--- src/rtl/f1_pkg.sv ---
// f1_pkg: shared state encoding and LFSR constants for the F1 start-light controller
package f1_pkg;

    typedef enum logic [2:0] {
        IDLE,
        SEQ,
        DELAY,
        TIMING,
        FAULT
    } ctrl_state_t;

    // Feedback taps for x^7 + x^6 + 1 (bits 6 and 5 of a left-shifting register)
    localparam logic [6:0] LFSR_TAPS = 7'b110_0000;
    localparam logic [6:0] LFSR_SEED = 7'd1;

endpackage

--- src/rtl/f1_lfsr.sv ---
// f1_lfsr: free-running Fibonacci LFSR supplying the random lights-out hold
module f1_lfsr
    import f1_pkg::*;
#(
    parameter int LFSR_W = 7
) (
    input  logic              clk,
    input  logic              rst_n,
    output logic [LFSR_W-1:0] q_o
);

    localparam logic [LFSR_W-1:0] TAPS = LFSR_W'(LFSR_TAPS);

    logic [LFSR_W-1:0] q_q, q_d;

    // Shift left, feeding back the XOR of the tapped bits; a nonzero seed never reaches 0
    always_comb q_d = {q_q[LFSR_W-2:0], ^(q_q & TAPS)};

    // Advance every cycle regardless of the controller state
    always_ff @(posedge clk or negedge rst_n)
        if (!rst_n) q_q <= LFSR_W'(LFSR_SEED);
        else        q_q <= q_d;

    assign q_o = q_q;

endmodule

--- src/rtl/f1_race_ctrl.sv ---
// f1_race_ctrl: paces the start lights, inserts a random hold, times the driver and flags false starts
module f1_race_ctrl
    import f1_pkg::*;
#(
    parameter int TICK_CYCLES = 1000,
    parameter int RT_W        = 16,
    parameter int LFSR_W      = 7
) (
    input  logic            clk,
    input  logic            rst_n,
    input  logic            start_i,
    input  logic            react_i,
    input  logic            cmd_seq_i,
    input  logic            cmd_delay_i,
    output logic            trigger_o,
    output logic            en_o,
    output logic            lights_clr_o,
    output logic [RT_W-1:0] react_time_o,
    output logic            react_valid_o,
    output logic            false_start_o,
    output logic            busy_o
);

    localparam int TW = (TICK_CYCLES > 2) ? $clog2(TICK_CYCLES) : 1;

    ctrl_state_t       state_q, state_d;
    logic [TW-1:0]     tick_cnt_q, tick_cnt_d;
    logic [LFSR_W-1:0] dly_cnt_q, dly_cnt_d;
    logic [RT_W-1:0]   rt_cnt_q, rt_cnt_d;
    logic [RT_W-1:0]   react_time_q, react_time_d;
    logic              trigger_q, trigger_d;
    logic              en_q, en_d;
    logic              lights_clr_q, lights_clr_d;
    logic              react_valid_q, react_valid_d;
    logic              false_start_q, false_start_d;
    logic              busy_q, busy_d;
    logic [LFSR_W-1:0] lfsr;
    logic              tick;
    logic              unused_cmd_seq;

    // The light FSM's sequence-phase flag is informational only
    assign unused_cmd_seq = cmd_seq_i;

    f1_lfsr #(.LFSR_W(LFSR_W)) u_lfsr (
        .clk   (clk),
        .rst_n (rst_n),
        .q_o   (lfsr)
    );

    assign tick = (tick_cnt_q == TW'(TICK_CYCLES - 1));

    // Next-state and registered-output logic; react always wins over ticks and cmd_delay
    always_comb begin
        state_d       = state_q;
        dly_cnt_d     = dly_cnt_q;
        rt_cnt_d      = rt_cnt_q;
        react_time_d  = react_time_q;
        trigger_d     = 1'b0;
        en_d          = 1'b0;
        react_valid_d = 1'b0;
        case (state_q)
            IDLE: begin
                if (start_i) begin
                    trigger_d = 1'b1;
                    state_d   = SEQ;
                end
            end
            SEQ: begin
                if (react_i) begin
                    state_d = FAULT;
                end else if (cmd_delay_i) begin
                    dly_cnt_d = lfsr;
                    state_d   = DELAY;
                end else begin
                    en_d = tick;
                end
            end
            DELAY: begin
                if (react_i) begin
                    state_d = FAULT;
                end else if (tick) begin
                    if (dly_cnt_q == LFSR_W'(1)) begin
                        en_d     = 1'b1;
                        rt_cnt_d = '0;
                        state_d  = TIMING;
                    end else begin
                        dly_cnt_d = dly_cnt_q - LFSR_W'(1);
                    end
                end
            end
            TIMING: begin
                rt_cnt_d = (&rt_cnt_q) ? rt_cnt_q : rt_cnt_q + RT_W'(1);
                if (react_i) begin
                    react_time_d  = rt_cnt_q;
                    react_valid_d = 1'b1;
                    trigger_d     = 1'b1;
                    state_d       = IDLE;
                end
            end
            FAULT: begin
                if (start_i) state_d = IDLE;
            end
            default: state_d = IDLE;
        endcase
        tick_cnt_d    = (state_d != state_q || tick) ? '0 : tick_cnt_q + TW'(1);
        lights_clr_d  = (state_d == FAULT);
        false_start_d = (state_d == FAULT);
        busy_d        = (state_d != IDLE);
    end

    // State, counters and all outputs are registered; reset aborts instantly
    always_ff @(posedge clk or negedge rst_n) begin
        if (!rst_n) begin
            state_q       <= IDLE;
            tick_cnt_q    <= '0;
            dly_cnt_q     <= '0;
            rt_cnt_q      <= '0;
            react_time_q  <= '0;
            trigger_q     <= 1'b0;
            en_q          <= 1'b0;
            lights_clr_q  <= 1'b0;
            react_valid_q <= 1'b0;
            false_start_q <= 1'b0;
            busy_q        <= 1'b0;
        end else begin
            state_q       <= state_d;
            tick_cnt_q    <= tick_cnt_d;
            dly_cnt_q     <= dly_cnt_d;
            rt_cnt_q      <= rt_cnt_d;
            react_time_q  <= react_time_d;
            trigger_q     <= trigger_d;
            en_q          <= en_d;
            lights_clr_q  <= lights_clr_d;
            react_valid_q <= react_valid_d;
            false_start_q <= false_start_d;
            busy_q        <= busy_d;
        end
    end

    assign trigger_o     = trigger_q;
    assign en_o          = en_q;
    assign lights_clr_o  = lights_clr_q;
    assign react_time_o  = react_time_q;
    assign react_valid_o = react_valid_q;
    assign false_start_o = false_start_q;
    assign busy_o        = busy_q;

endmodule

--- config.mk ---
export PLATFORM = sky130hd
export DESIGN_NAME = f1_race_ctrl
export DESIGN_NICKNAME = d
export VERILOG_FILES = /design/src/rtl/f1_pkg.sv /design/src/rtl/f1_lfsr.sv /design/src/rtl/f1_race_ctrl.sv
export SDC_FILE = /design/constraint.sdc
export NUM_CORES = 1
export LEC_CHECK = 0
export CAP_MARGIN = 10
export CORE_MARGIN = 4
export CORE_UTILIZATION = 58
export CTS_BUF_LIST = sky130_fd_sc_hd__clkbuf_8
export DETAILED_ROUTE_END_ITERATION = 6
export PLACE_DENSITY = 0.78
export SLEW_MARGIN = 15
export SYNTH_ARGS = -nofsm -noshare
export SYNTH_HDL_FRONTEND = slang
export SYNTH_HIERARCHICAL = 1
export SYNTH_SLANG_ARGS = --single-unit
--- constraint.sdc ---
create_clock -name clk -period 5.25 [get_ports clk]
set_input_delay 0.525 -clock clk [delete_from_list [all_inputs] [get_ports clk]]
set_output_delay 0.525 -clock clk [all_outputs]
set_load 0.02 [all_outputs]
# Yosys cells after proc, flatten, opt, wreduce, memory -nomap -nowiden
# Cells that the tools add are included.
[totals]
inputBits = 6
word_cells = 70
register_bits = 64
out_inout_bits = 22
[classes]
n_eq_ne = 15
mux = 31
add_sub_neg = 3
n_reduce_logical = 10
[op_table]
columns = ["op", "count"]
rows = [
  ["$mux 16", 4],
  ["$mux 7", 5],
  ["$pmux 16 s2", 1],
  ["$mux 3", 8],
  ["$add 16x1->16 const B", 1],
  ["$reduce_and 16->1", 1],
  ["$pmux 3 s5", 1],
  ["$ne 2x2->1 const B", 7],
  ["$pmux 7 s2", 1],
  ["$add 10x1->10 const B", 1],
  ["$eq 10x10->1 const B", 1],
  ["$mux 10", 1],
  ["$mux 1", 8],
  ["$eq 7x1->1 const B", 1],
  ["$reduce_xor 7->1", 1],
  ["$sub 7x1->7 const B", 1],
  ["$eq 3x2->1 const B", 2],
  ["$eq 3x3->1 const B", 2],
  ["$reduce_and 6->1", 1],
  ["$reduce_and 5->1", 1],
  ["$pmux 1 s2", 2],
  ["$reduce_bool 2->1", 2],
  ["$eq 3x1->1 const B", 1],
  ["$logic_not 3->1", 1],
  ["4 further kinds", 4],
]

# Longest topological paths before layout
# Gate-level depths: netlist (run 1).
[logic_depth]
ltp_word = 8
depth_mapped = 9
mapped_depth_nobuf = 7

# Cells and area by module
# Netlist (run 1), hierarchy kept.
[by_module_without_submodules]
columns = ["module", "cells_per_inst", "seq_area_each_um2", "n_inst", "area_per_inst_um2"]
rows = [
  ["f1_race_ctrl", 289, 1426.4, 1, 2880.3],
  ["f1_lfsr", 14, 176.4, 1, 230.2],
]

# Worst setup path after synthesis (run 1)
# Ideal clock, no wire load.
[synth_timing]
kind = "reg-to-reg"
startpoint = "register dly_cnt_q[2]"
endpoint = "register rt_cnt_q[13]"
path_stages_with_launch = 8
synth_period_minus_slack_ns = 2.175
arrival_time_ns = 2.098
t_required_ns = 5.172
path_buffers = 2
path_slack_ns = 3.075
setup_ns = 0.078
path_cell_list = "dfrtp_1 -> or4_4 -> buf_6 -> nor3_4 -> a21oi_2 -> buf_6 -> or4_1 -> a21oi_1"
[synth_between]
elab_chain_len = 3
[synth_lines]
columns = ["item", "line_no", "source"]
rows = [
  ["from (decl)", "f1_race_ctrl.sv:28", "logic [LFSR_W-1:0] dly_cnt_q, dly_cnt_d;"],
  ["from (signal assigned)", "f1_race_ctrl.sv:128", "dly_cnt_q <= dly_cnt_d;"],
  ["$eq 7x1->1", "f1_race_ctrl.sv:82", "if (dly_cnt_q == LFSR_W'(1)) begin"],
  ["$ne 2x2->1 (no source line)", "n/a", ""],
  ["$reduce_and 5->1 (no source line)", "n/a", ""],
  ["to (signal assigned)", "f1_race_ctrl.sv:129", "rt_cnt_q <= rt_cnt_d;"],
  ["to (decl)", "f1_race_ctrl.sv:29", "logic [RT_W-1:0] rt_cnt_q, rt_cnt_d;"],
]
# Every way passes these cells.
# A chain may end at the register's enable or synchronous reset.

# Worst setup path in the final report (run 1)
[layout_timing]
startpoint = "register state_q[0]"
endpoint = "register dly_cnt_q[1]"
[layout_between]
elab_chain_len = 3
word_cells_on_any_way = 10
classes_between = "7 x eq/ne; 1 x mux; 2 x reduce/logical"
[layout_lines]
columns = ["item", "line_no", "source"]
rows = [
  ["from (decl)", "f1_race_ctrl.sv:26", "ctrl_state_t state_q, state_d;"],
  ["from (signal assigned)", "f1_race_ctrl.sv:126", "state_q <= state_d;"],
  ["$eq 3x2->1 or $eq 3x1->1 (tied branches)", "f1_race_ctrl.sv:61", "case (state_q)"],
  ["$ne 2x2->1 (no source line) or $reduce_bool 2->1 (tied branches)", "n/a", ""],
  ["$reduce_and 6->1 (no source line)", "n/a", ""],
]
# Several ways; a longest one is shown, not always the timed one.

==> results.sh, run 1 <==
export IMPL_cts_buffer_depth=2
export IMPL_synth_edf_count=0
export IMPL_drive_above_1_share=0.09846
export IMPL_power_density_mw_per_mm2=425.9
export IMPL_wl_um=6166
export IMPL_grt_setup_unrepaired="false"
export IMPL_netlist_instances=303
export IMPL_syn_nets=313
export IMPL_track_usage=0.2124
export IMPL_cp_num_buf_inv=0
export IMPL_min_path_type="input pin to asynchronous set/reset pin"
export IMPL_tns_ns=0
export IMPL_synth_seq_area_share=0.5153
export IMPL_num_vias=2344
export IMPL_yosys_warnings=6
export IMPL_grt_pass1_vias=2251
export IMPL_worst_hold_slack_ns=0.3449
export IMPL_setup_viol=0
export IMPL_clk_pin_slew_ns=0.07
export IMPL_core_area_mm2=0.005140
export IMPL_boundaryPins=28
export IMPL_start_util=0.6052
export IMPL_fmax_ghz=0.3686
export IMPL_clock_latency_ns=0.35
export IMPL_hold_viol_final=0
export IMPL_wl_per_cell_um=15.61
export IMPL_die_x_um=81.23
export IMPL_slowest_delay_ns=0.68
export IMPL_synth_cell_types=50
export IMPL_worstMarginPinSlew_ns=0.9750
export IMPL_cts_tree="yes"
export IMPL_skew_ns=0.009205
export IMPL_grt_max_degree=65
export IMPL_fin_crit_ns=2.713
export IMPL_start_kind="register"
export IMPL_drtAntennaViolNets=0
export IMPL_criticalPathCategory="register to register"
export IMPL_cts_sinks=64
export IMPL_rr_worst_depth=5
export IMPL_crit_path_top_delay_cell="or3b_1"
export IMPL_postSynthAreaPerCell_um2=10.27
export IMPL_via_per_inst=5.934
export IMPL_period_share=0.5168
export IMPL_worstPathCellList="or3b_1 > nor4_1 > a21oi_1 > a211oi_1 > a21oi_1"
export IMPL_gp_congestion=0.8119
export IMPL_postCtsResizedCells=0
export IMPL_syn_area_mm2=0.003110
export IMPL_worstReg2RegEnd="dly_cnt_q[1]"
export IMPL_r2r_start="state_q[0]"
export IMPL_drc=0
export IMPL_leakage_nw=1.526
export IMPL_max_cap_violations=0
export IMPL_cpMostUsedCell="a21oi_1"
export IMPL_dieArea_mm2=0.006598
export IMPL_numCtsBuffers=9
export IMPL_endpoint_kind="register"
export IMPL_rows=26
export IMPL_die_h_um=81.23
export IMPL_post_cts_setup_buffers=0
export IMPL_gr_total_overflow=0
export IMPL_synth_ff_type="dfrtp_1"
export IMPL_slew_violations=0
export IMPL_crit_path_max_fanout=19
export IMPL_antenna_found_initial=0
export IMPL_area_growth_pct=14.52
export IMPL_root_buffer="clkbuf_8"
export IMPL_finalNetCount=330
export IMPL_cts_hold_buf=0
export IMPL_synth_ff_latch_count=64
export IMPL_io_buffers=26
export IMPL_arrival_ns=2.91
export IMPL_peakVddDrop_uv=263.3
export IMPL_async_flop_share=1.000
export IMPL_critPathRequiredTime_ns=5.44
export IMPL_dp_hpwl_um=4041
export IMPL_r2r_slack_ns=2.54
export IMPL_relSlewSlack=0.3500
export IMPL_path_delay_family="simple AND/OR/NAND/NOR gates"
export IMPL_path_depth=5
export IMPL_drt_pass1_iterations=4
export IMPL_outcome="completed"
export IMPL_grt_pass1_wl_um=10450
export IMPL_drtIter0Drc=183
export IMPL_antennaDiodeCount=0
export IMPL_htree_levels=3
-- cells in the mapped netlist (8+ instances only) --
| library cell | n | area, µm² |
|---|---|---|
| dfrtp_1 | 63 | 1577 |
| nor2_1 | 29 | 108.9 |
| a21oi_1 | 23 | 115.1 |
| nand2_1 | 14 | 52.55 |
| nand3_1 | 13 | 65.06 |
| o31ai_1 | 13 | 97.59 |
| o21ai_1 | 12 | 60.06 |
| or4_1 | 10 | 75.07 |
| clkbuf_1 | 8 | 30.03 |
| inv_1 | 8 | 30.03 |
| mux2_1 | 8 | 90.09 |
-- final cells by class --
cell class	count	area, µm²
sequential	64	1603
fill	436	1578
multi-input combinational	208	1348
timing repair buffer	28	270.3
clock buffer	9	123.9
clock inverter	7	96.34
tap	70	87.58
inverter	9	33.78
-- sequential cells by signal (all words and copies together), names as in the netlist, 3 cells and up --
name / flops
react_time_o: 16
rt_cnt_q: 16
tick_cnt_q: 10
dly_cnt_q: 7
u_lfsr/q_o: 7
state_q: 3
-- cell usage in the layout (no fill, tap or decap), drive strengths merged, types with 2 or more instances in the layout --
| cell type | instances |
|---|---|
| bufinv | 2 |
| xor2 | 5 |
| o31ai | 13 |
| and3 | 4 |
| clkinv | 2 |
| mux2 | 15 |
| ha | 4 |
| a21oi | 24 |
| o21ai | 13 |
| clkinvlp | 3 |
| xnor2 | 6 |
| buf | 3 |
| or3 | 5 |
| nand2b | 7 |
| a31oi | 4 |
| clkbuf | 9 |
| o21a | 3 |
| and4 | 2 |
| nor2 | 29 |
| or4 | 11 |
| nor3 | 7 |
| o22ai | 2 |
| nand3 | 13 |
| inv | 9 |
| dfrtp | 63 |
| nand2 | 14 |
| clkdlybuf4s50 | 25 |
| nand4 | 5 |
| nor4 | 7 |
-- worst max path at each step --
stage                      start           end
floorplan           dly_cnt_q[2]  rt_cnt_q[13]
global placement         react_i  dly_cnt_q[2]
detailed placement       react_i  dly_cnt_q[2]
CTS                   state_q[0]  dly_cnt_q[1]
global route          state_q[1]  dly_cnt_q[1]
finish                state_q[0]  dly_cnt_q[1]
-- worst register-to-register path: stages (launching register included) --
cell and delay, ns:
dfrtp_1 0.61, or3b_1 0.68, nor4_1 0.46, a21oi_1 0.41, a211oi_1 0.34, a21oi_1 0.06
-- power by group --
part | switching (W) | total, W | internal, W
Combinational | 0.000229 | 0.000386 | 0.000157
Clock | 0.000200 | 0.000466 | 0.000267
Sequential | 0.000102 | 0.000664 | 0.000562
Total | 0.000531 | 0.00152 | 0.000986
-- per-stage QoR --
step | power [W] | worst slack, ns | cell area (µm²) | utilization | cells
floorplan | 0.0009373 | 3.075 | 3110 | - | 303
global placement | 0.001038 | 2.481 | 3342 | 0.6502 | 379
detailed placement | 0.001055 | 2.410 | 3342 | 0.6502 | 379
CTS | 0.001523 | 2.581 | 3562 | 0.6930 | 395
global route | 0.001607 | 2.342 | 3562 | 0.6930 | 395
finish | 0.001517 | 2.537 | 3562 | 0.6930 | 395
-- metal layers --
metal,track usage,wire [µm],up-vias
met1,0.2605,2723,1163
li1,-,-,1128
met5,0,0,-
met3,0.06652,215,14
met4,0.09966,124,0
met2,0.3415,3102,39
-- logic make-up (layout without fill, tap and decap cells) --
family,count (synthesis),in the layout,share of synthesized area
compound gates,67,67,0.1327
flops,64,64,0.5153
mux,16,16,0.05752
xor+xnor,11,11,0.03097
fa+ha+maj,4,4,0.01609
buf+inv,31,53,0.05149
simple gates,110,110,0.1959
No activity file was read; power rests on OpenSTA's default activity.
==> inputs of run 2 (changes only) <==
--- a/config.mk
+++ b/config.mk
@@ -7,10 +7,10 @@
 export LEC_CHECK = 0
 export CAP_MARGIN = 10
 export CORE_MARGIN = 4
-export CORE_UTILIZATION = 58
+export CORE_UTILIZATION = 54
 export CTS_BUF_LIST = sky130_fd_sc_hd__clkbuf_8
 export DETAILED_ROUTE_END_ITERATION = 6
-export PLACE_DENSITY = 0.78
+export PLACE_DENSITY = 0.77
 export SLEW_MARGIN = 15
 export SYNTH_ARGS = -nofsm -noshare
 export SYNTH_HDL_FRONTEND = slang
==> constraint.sdc (replaced) <==
create_clock -name clk -period 2.3 [get_ports clk]
set_input_delay 0.23 -clock clk [delete_from_list [all_inputs] [get_ports clk]]
set_output_delay 0.23 -clock clk [all_outputs]
set_load 0.02 [all_outputs]
==> run 2 against run 1 <==
Sequential cell count stayed put. Via count is 1.7% higher. Register-to-register slack worse by 2.4 ns. Combinational power grew to 2.7 times the previous value. Critical path depth stayed put. Sequential power is 110% higher. First-iteration DRC count is 36% lower. Global-route usage is 1.9 points lower. Critical path type unchanged. Final cell count is 3.3% higher. Die area is 6.7% higher. Design area is 2.4% higher. Critical endpoint is now rt_cnt_q[8]. Wire length is 3.5% lower.
==> results.sh, run 2 (synthesis gave the netlist of run 1 again) <==
export IMPL_design_power_total_w=0.003342
export IMPL_clock_latency_ns=0.34
export IMPL_finalNetCount=341
export IMPL_power_density_mw_per_mm2=916.2
export IMPL_post_cts_setup_buffers=0
export IMPL_fin_crit_ns=2.192
export IMPL_drt_pass1_iterations=4
export IMPL_min_path_type="register to register"
export IMPL_arrival_ns=2.46
export IMPL_slowest_delay_ns=0.57
export IMPL_cp_num_buf_inv=0
export IMPL_mostFrequentLayoutCells="dfrtp_1 (63), nor2_1 (29), clkdlybuf4s50_1 (25), a21oi_1 (23), nand2_1 (14)"
export IMPL_root_buffer="clkbuf_8"
export IMPL_start_util=0.5614
export IMPL_wl_um=5951
export IMPL_met2_usage=0.3160
export IMPL_setup_viol=0
export IMPL_drive_above_1_share=0.1280
export IMPL_cts_tree="yes"
export IMPL_wl_per_cell_um=14.59
export IMPL_worstPathCellList="or4_4 > nor3_4 > a21oi_4 > or4_1 > a21oi_1"
export IMPL_area_growth_pct=17.26
export IMPL_period_share=0.9532
export IMPL_antennaDiodeCount=0
export IMPL_criticalPathCategory="register to register"
export IMPL_via_per_inst=5.846
export IMPL_crit_path_max_fanout=23
export IMPL_max_cap_violations=0
export IMPL_io_buffers=26
export IMPL_die_h_um=83.90
export IMPL_cts_buffer_depth=2
export IMPL_crit_path_top_delay_cell="or4_4"
export IMPL_tns_ns=0
export IMPL_gp_congestion=0.8758
export IMPL_grtUsageMet3=0.04640
export IMPL_boundaryPins=28
export IMPL_slew_violations=0
export IMPL_cts_sinks=64
export IMPL_path_delay_family="simple AND/OR/NAND/NOR gates"
export IMPL_track_usage=0.1937
export IMPL_final_common_cell="dfrtp_1"
export IMPL_grt_use_met1=0.2429
export IMPL_dp_hpwl_um=4132
export IMPL_dieArea_mm2=0.007038
export IMPL_leakage_nw=1.586
export IMPL_endpoint_kind="register"
export IMPL_outcome="completed"
export IMPL_drtAntennaViolNets=0
export IMPL_drtIter0Drc=117
export IMPL_peakVddDrop_uv=567.8
export IMPL_rows=27
export IMPL_core_area_mm2=0.005540
export IMPL_grt_setup_unrepaired="false"
export IMPL_critPathRequiredTime_ns=2.57
export IMPL_skew_ns=0.005816
export IMPL_fin_area_mm2=0.003647
export IMPL_grt_pass1_wl_um=10940
export IMPL_drc=0
export IMPL_top_usage_layer="met2"
export IMPL_grt_pass1_vias=2425
export IMPL_num_vias=2385
export IMPL_htree_levels=3
export IMPL_clk_pin_slew_ns=0.07
export IMPL_grt_max_degree=40
export IMPL_fmax_ghz=0.4561
export IMPL_die_x_um=83.90
export IMPL_gr_total_overflow=0
export IMPL_hold_viol_final=0
export IMPL_antenna_found_initial=0
export IMPL_numCtsBuffers=9
export IMPL_worstMarginPinSlew_ns=0.7292
export IMPL_start_kind="register"
export IMPL_dpl_cell_area_mm2=0.003432
export IMPL_relSlewSlack=0.5131
run 2: where the power goes:
group | total [W] | switching [W] | internal [W]
sequential | 0.00142 | 0.000136 | 0.00129
clock | 0.000873 | 0.000404 | 0.000469
combinational | 0.00105 | 0.000621 | 0.000425
run 2: area by class of cell:
class                           instances  area, µm²
Fill cell                             442       1893
Sequential cell                        64       1603
Multi-Input combinational cell        208       1369
Timing Repair Buffer                   39      367.9
Clock buffer                           12      165.2
Tap cell                               72      90.09
Inverter                                9      33.78
Clock inverter                          4      18.77
run 2: timing repair:
action | 4_1_cts | 5_1_grt
gates resized for setup | 0 | 2
setup endpoints to repair | 0 | 9
hold buffers | 1 | 0
endpoints found under the hold margin | 25 | 0
run 2: final timing paths:
path	start	to	slack [ns]	cells after the start
min	u_lfsr/q_o[3]	u_lfsr/q_o[4]	0.37	0
max	dly_cnt_q[3]	rt_cnt_q[8]	0.11	5
min reg2reg	u_lfsr/q_o[3]	u_lfsr/q_o[4]	0.37	0
max in group asynchronous	rst_n	u_lfsr/q_o[0]	1.18	3
min in group asynchronous	rst_n	react_time_o[3]	0.43	2
max reg2reg	dly_cnt_q[3]	rt_cnt_q[8]	0.11	5
run 2: routing by layer:
| metal | vias up | wire length, µm |
|---|---|---|
| met1 | 1168 | 2537 |
| li1 | 1148 | - |
| met2 | 56 | 3016 |
| met5 | - | 0 |
| met4 | 0 | 111 |
| met3 | 13 | 286 |
run 2: stage by stage:
| step | util | hold WS [ns] | cells | worst slack (ns) |
|---|---|---|---|---|
| after floorplan | - | -0.06559 | 303 | 0.1245 |
| final | 0.6583 | 0.3750 | 408 | 0.1075 |
| after global routing | 0.6583 | 0.3832 | 408 | 0.007677 |
| after CTS | 0.6545 | 0.3790 | 408 | 0.05916 |
| after global placement | 0.6195 | 0.2628 | 391 | 0.1142 |
| after detailed placement | 0.6195 | 0.2716 | 391 | 0.07875 |
==> inputs of run 3 (changes only) <==
--- a/config.mk
+++ b/config.mk
@@ -5,7 +5,7 @@
 export SDC_FILE = /design/constraint.sdc
 export NUM_CORES = 1
 export LEC_CHECK = 0
-export CAP_MARGIN = 10
+export CAP_MARGIN = 20
 export CORE_MARGIN = 4
 export CORE_UTILIZATION = 54
 export CTS_BUF_LIST = sky130_fd_sc_hd__clkbuf_8
@@ -16,3 +16,4 @@
 export SYNTH_HDL_FRONTEND = slang
 export SYNTH_HIERARCHICAL = 1
 export SYNTH_SLANG_ARGS = --single-unit
+export TNS_END_PERCENT = 20
==> run 3 against run 2 <==
Critical path depth stayed put. Design area is 1.6% higher. Via count is 1.5% lower. Clock power is 34% higher. Sequential cell count stayed put. Highest routed layer unchanged. Die area stayed put. First-iteration DRC count is 30% higher. Non-clock buffer count is 1 higher. Power is 8.9% higher. Worst hold slack better by 0.00063 ns. Register-to-register slack hardly changed. Critical path type unchanged. Count of clock-buffer cells in the layout is 3 lower.
==> results.sh, run 3 (synthesis gave the netlist of run 1 again) <==
export IMPL_finalNetCount=342
export IMPL_clk_pin_slew_ns=0.07
export IMPL_fmax_ghz=0.4584
export IMPL_peakVddDrop_uv=620.8
export IMPL_track_usage=0.1971
export IMPL_start_kind="register"
export IMPL_slew_violations=0
export IMPL_hold_viol_final=0
export IMPL_post_cts_setup_buffers=0
export IMPL_grt_setup_unrepaired="false"
export IMPL_drtIter0Drc=152
export IMPL_mostFrequentLayoutCells="dfrtp_1 (63), nor2_1 (29), clkdlybuf4s50_1 (25), a21oi_1 (23), nand2_1 (14)"
export IMPL_hold_end="u_lfsr/q_o[4]"
export IMPL_core_area_mm2=0.005540
export IMPL_antenna_found_initial=0
export IMPL_dp_hpwl_um=4150
export IMPL_leakage_nw=1.605
export IMPL_crit_path_top_delay_cell="or4_4"
export IMPL_worstMarginPinSlew_ns=0.7395
export IMPL_worstPathCellList="or4_4 > nor3_4 > a21oi_4 > or4_1 > a21oi_1"
export IMPL_arrival_ns=2.45
export IMPL_cts_sinks=64
export IMPL_rows=27
export IMPL_antennaDiodeCount=0
export IMPL_wl_um=6088
export IMPL_utilization=0.6687
export IMPL_rr_worst_depth=5
export IMPL_setup_viol=0
export IMPL_gp_congestion=0.8758
export IMPL_grt_max_degree=40
export IMPL_p_clk_frac=0.322
export IMPL_htree_levels=3
export IMPL_drc=0
export IMPL_grt_pass1_vias=2355
export IMPL_crit_path_max_fanout=23
export IMPL_r2r_start="dly_cnt_q[3]"
export IMPL_area_growth_pct=19.11
export IMPL_outcome="completed"
export IMPL_max_cap_violations=0
export IMPL_worstReg2RegEnd="rt_cnt_q[7]"
export IMPL_r2r_slack_ns=0.12
export IMPL_critPathRequiredTime_ns=2.57
export IMPL_p_sw_frac=0.3318
export IMPL_wl_per_cell_um=14.89
export IMPL_numCtsBuffers=9
export IMPL_die_x_um=83.90
export IMPL_io_buffers=26
export IMPL_p_int_w=0.002433
export IMPL_root_buffer="clkbuf_8"
export IMPL_p_sw_w=0.001208
export IMPL_relSlewSlack=0.4992
export IMPL_die_h_um=83.90
export IMPL_boundaryPins=28
export IMPL_num_vias=2350
export IMPL_power_frac_seq=0.391
export IMPL_gr_total_overflow=0
export IMPL_skew_ns=0.005469
export IMPL_tns_ns=0
export IMPL_drive_above_1_share=0.1306
export IMPL_criticalPathCategory="register to register"
export IMPL_endpoint_kind="register"
export IMPL_whs_path_depth=0
export IMPL_period_share=0.9485
export IMPL_power_density_mw_per_mm2=982.7
export IMPL_cts_tree="yes"
export IMPL_dieArea_mm2=0.007038
export IMPL_grt_pass1_wl_um=11190
export IMPL_cts_buffer_depth=2
export IMPL_drtAntennaViolNets=0
export IMPL_via_per_inst=5.746
export IMPL_final_common_cell="dfrtp_1"
export IMPL_slowest_delay_ns=0.57
export IMPL_min_path_type="register to register"
export IMPL_clock_latency_ns=0.34
export IMPL_start_util=0.5614
export IMPL_drt_pass1_iterations=4
export IMPL_fin_crit_ns=2.182
export IMPL_fin_area_mm2=0.003705
export IMPL_combinationalPowerShare=0.287
export IMPL_worstHoldStart="u_lfsr/q_o[3]"
export IMPL_dpl_cell_area_mm2=0.003437
==> run 3: cell type report <==
cell class | count | area, µm²
multi-input cells | 208 | 1361
clock buffers | 9 | 123.9
repair buffers | 40 | 372.9
inverters | 9 | 33.78
fillers | 439 | 1836
clock inverters | 7 | 120.1
flip-flops and latches | 64 | 1603
well taps | 72 | 90.09
==> run 3: worst max path at each step <==
| stage | depth (start not counted) | endpoint | slack, ns | startpoint |
|---|---|---|---|---|
| floorplan | 7 | rt_cnt_q[13] | 0.12 | dly_cnt_q[2] |
| global placement | 5 | rt_cnt_q[8] | 0.11 | dly_cnt_q[3] |
| detailed placement | 5 | rt_cnt_q[7] | 0.08 | dly_cnt_q[3] |
| CTS | 6 | rt_cnt_q[7] | 0.07 | tick_cnt_q[0] |
| global route | 5 | rt_cnt_q[7] | 0.002 | dly_cnt_q[3] |
| finish | 5 | rt_cnt_q[7] | 0.12 | dly_cnt_q[3] |
==> run 3: critical path: cells and delay by family (launching register included) <==
family	cells	cell delay, ns
AND/OR/NAND/NOR	3	1.34
AO/OA/AOI/OAI	2	0.34
flip-flops	1	0.42
==> run 3: power groups by stage <==
stage          Sequential [W]  Combinational (W)  Clock (W)
6_report              0.00142            0.00104    0.00117
5_1_grt               0.00145            0.00117    0.00125
4_1_cts               0.00142            0.00104    0.00119
3_5_place_dp          0.00144            0.00104          0
3_3_place_gp          0.00143           0.000997          0
2_1_floorplan         0.00149           0.000650          0
==> run 3: metrics by stage <==
stage	hold WS [ns]	total power (W)	std cells	setup slack, ns
floorplan	-0.06559	0.002139	303	0.1245
CTS	0.3758	0.003655	409	0.06604
global route	0.3835	0.003873	409	0.002445
finish	0.3756	0.003641	409	0.1184
global placement	0.2628	0.002432	391	0.1142
detailed placement	0.2725	0.002481	392	0.08054
==> run 3: what timing repair did <==
item	4_1_cts	5_1_grt
setup endpoints to repair	0	10
endpoints found under the hold margin	25	0
gates resized for setup	0	2
hold buffers	1	0
==> run 3: layer usage <==
| layer | vias to the layer above | share of wire | global-route usage |
|---|---|---|---|
| met3 | 12 | 0.040 | 0.05429 |
| met5 | - | 0 | 0 |
| li1 | 1156 | - | - |
| met2 | 38 | 0.51 | 0.3203 |
| met1 | 1144 | 0.43 | 0.2543 |
| met4 | 0 | 0.018 | 0.06725 |
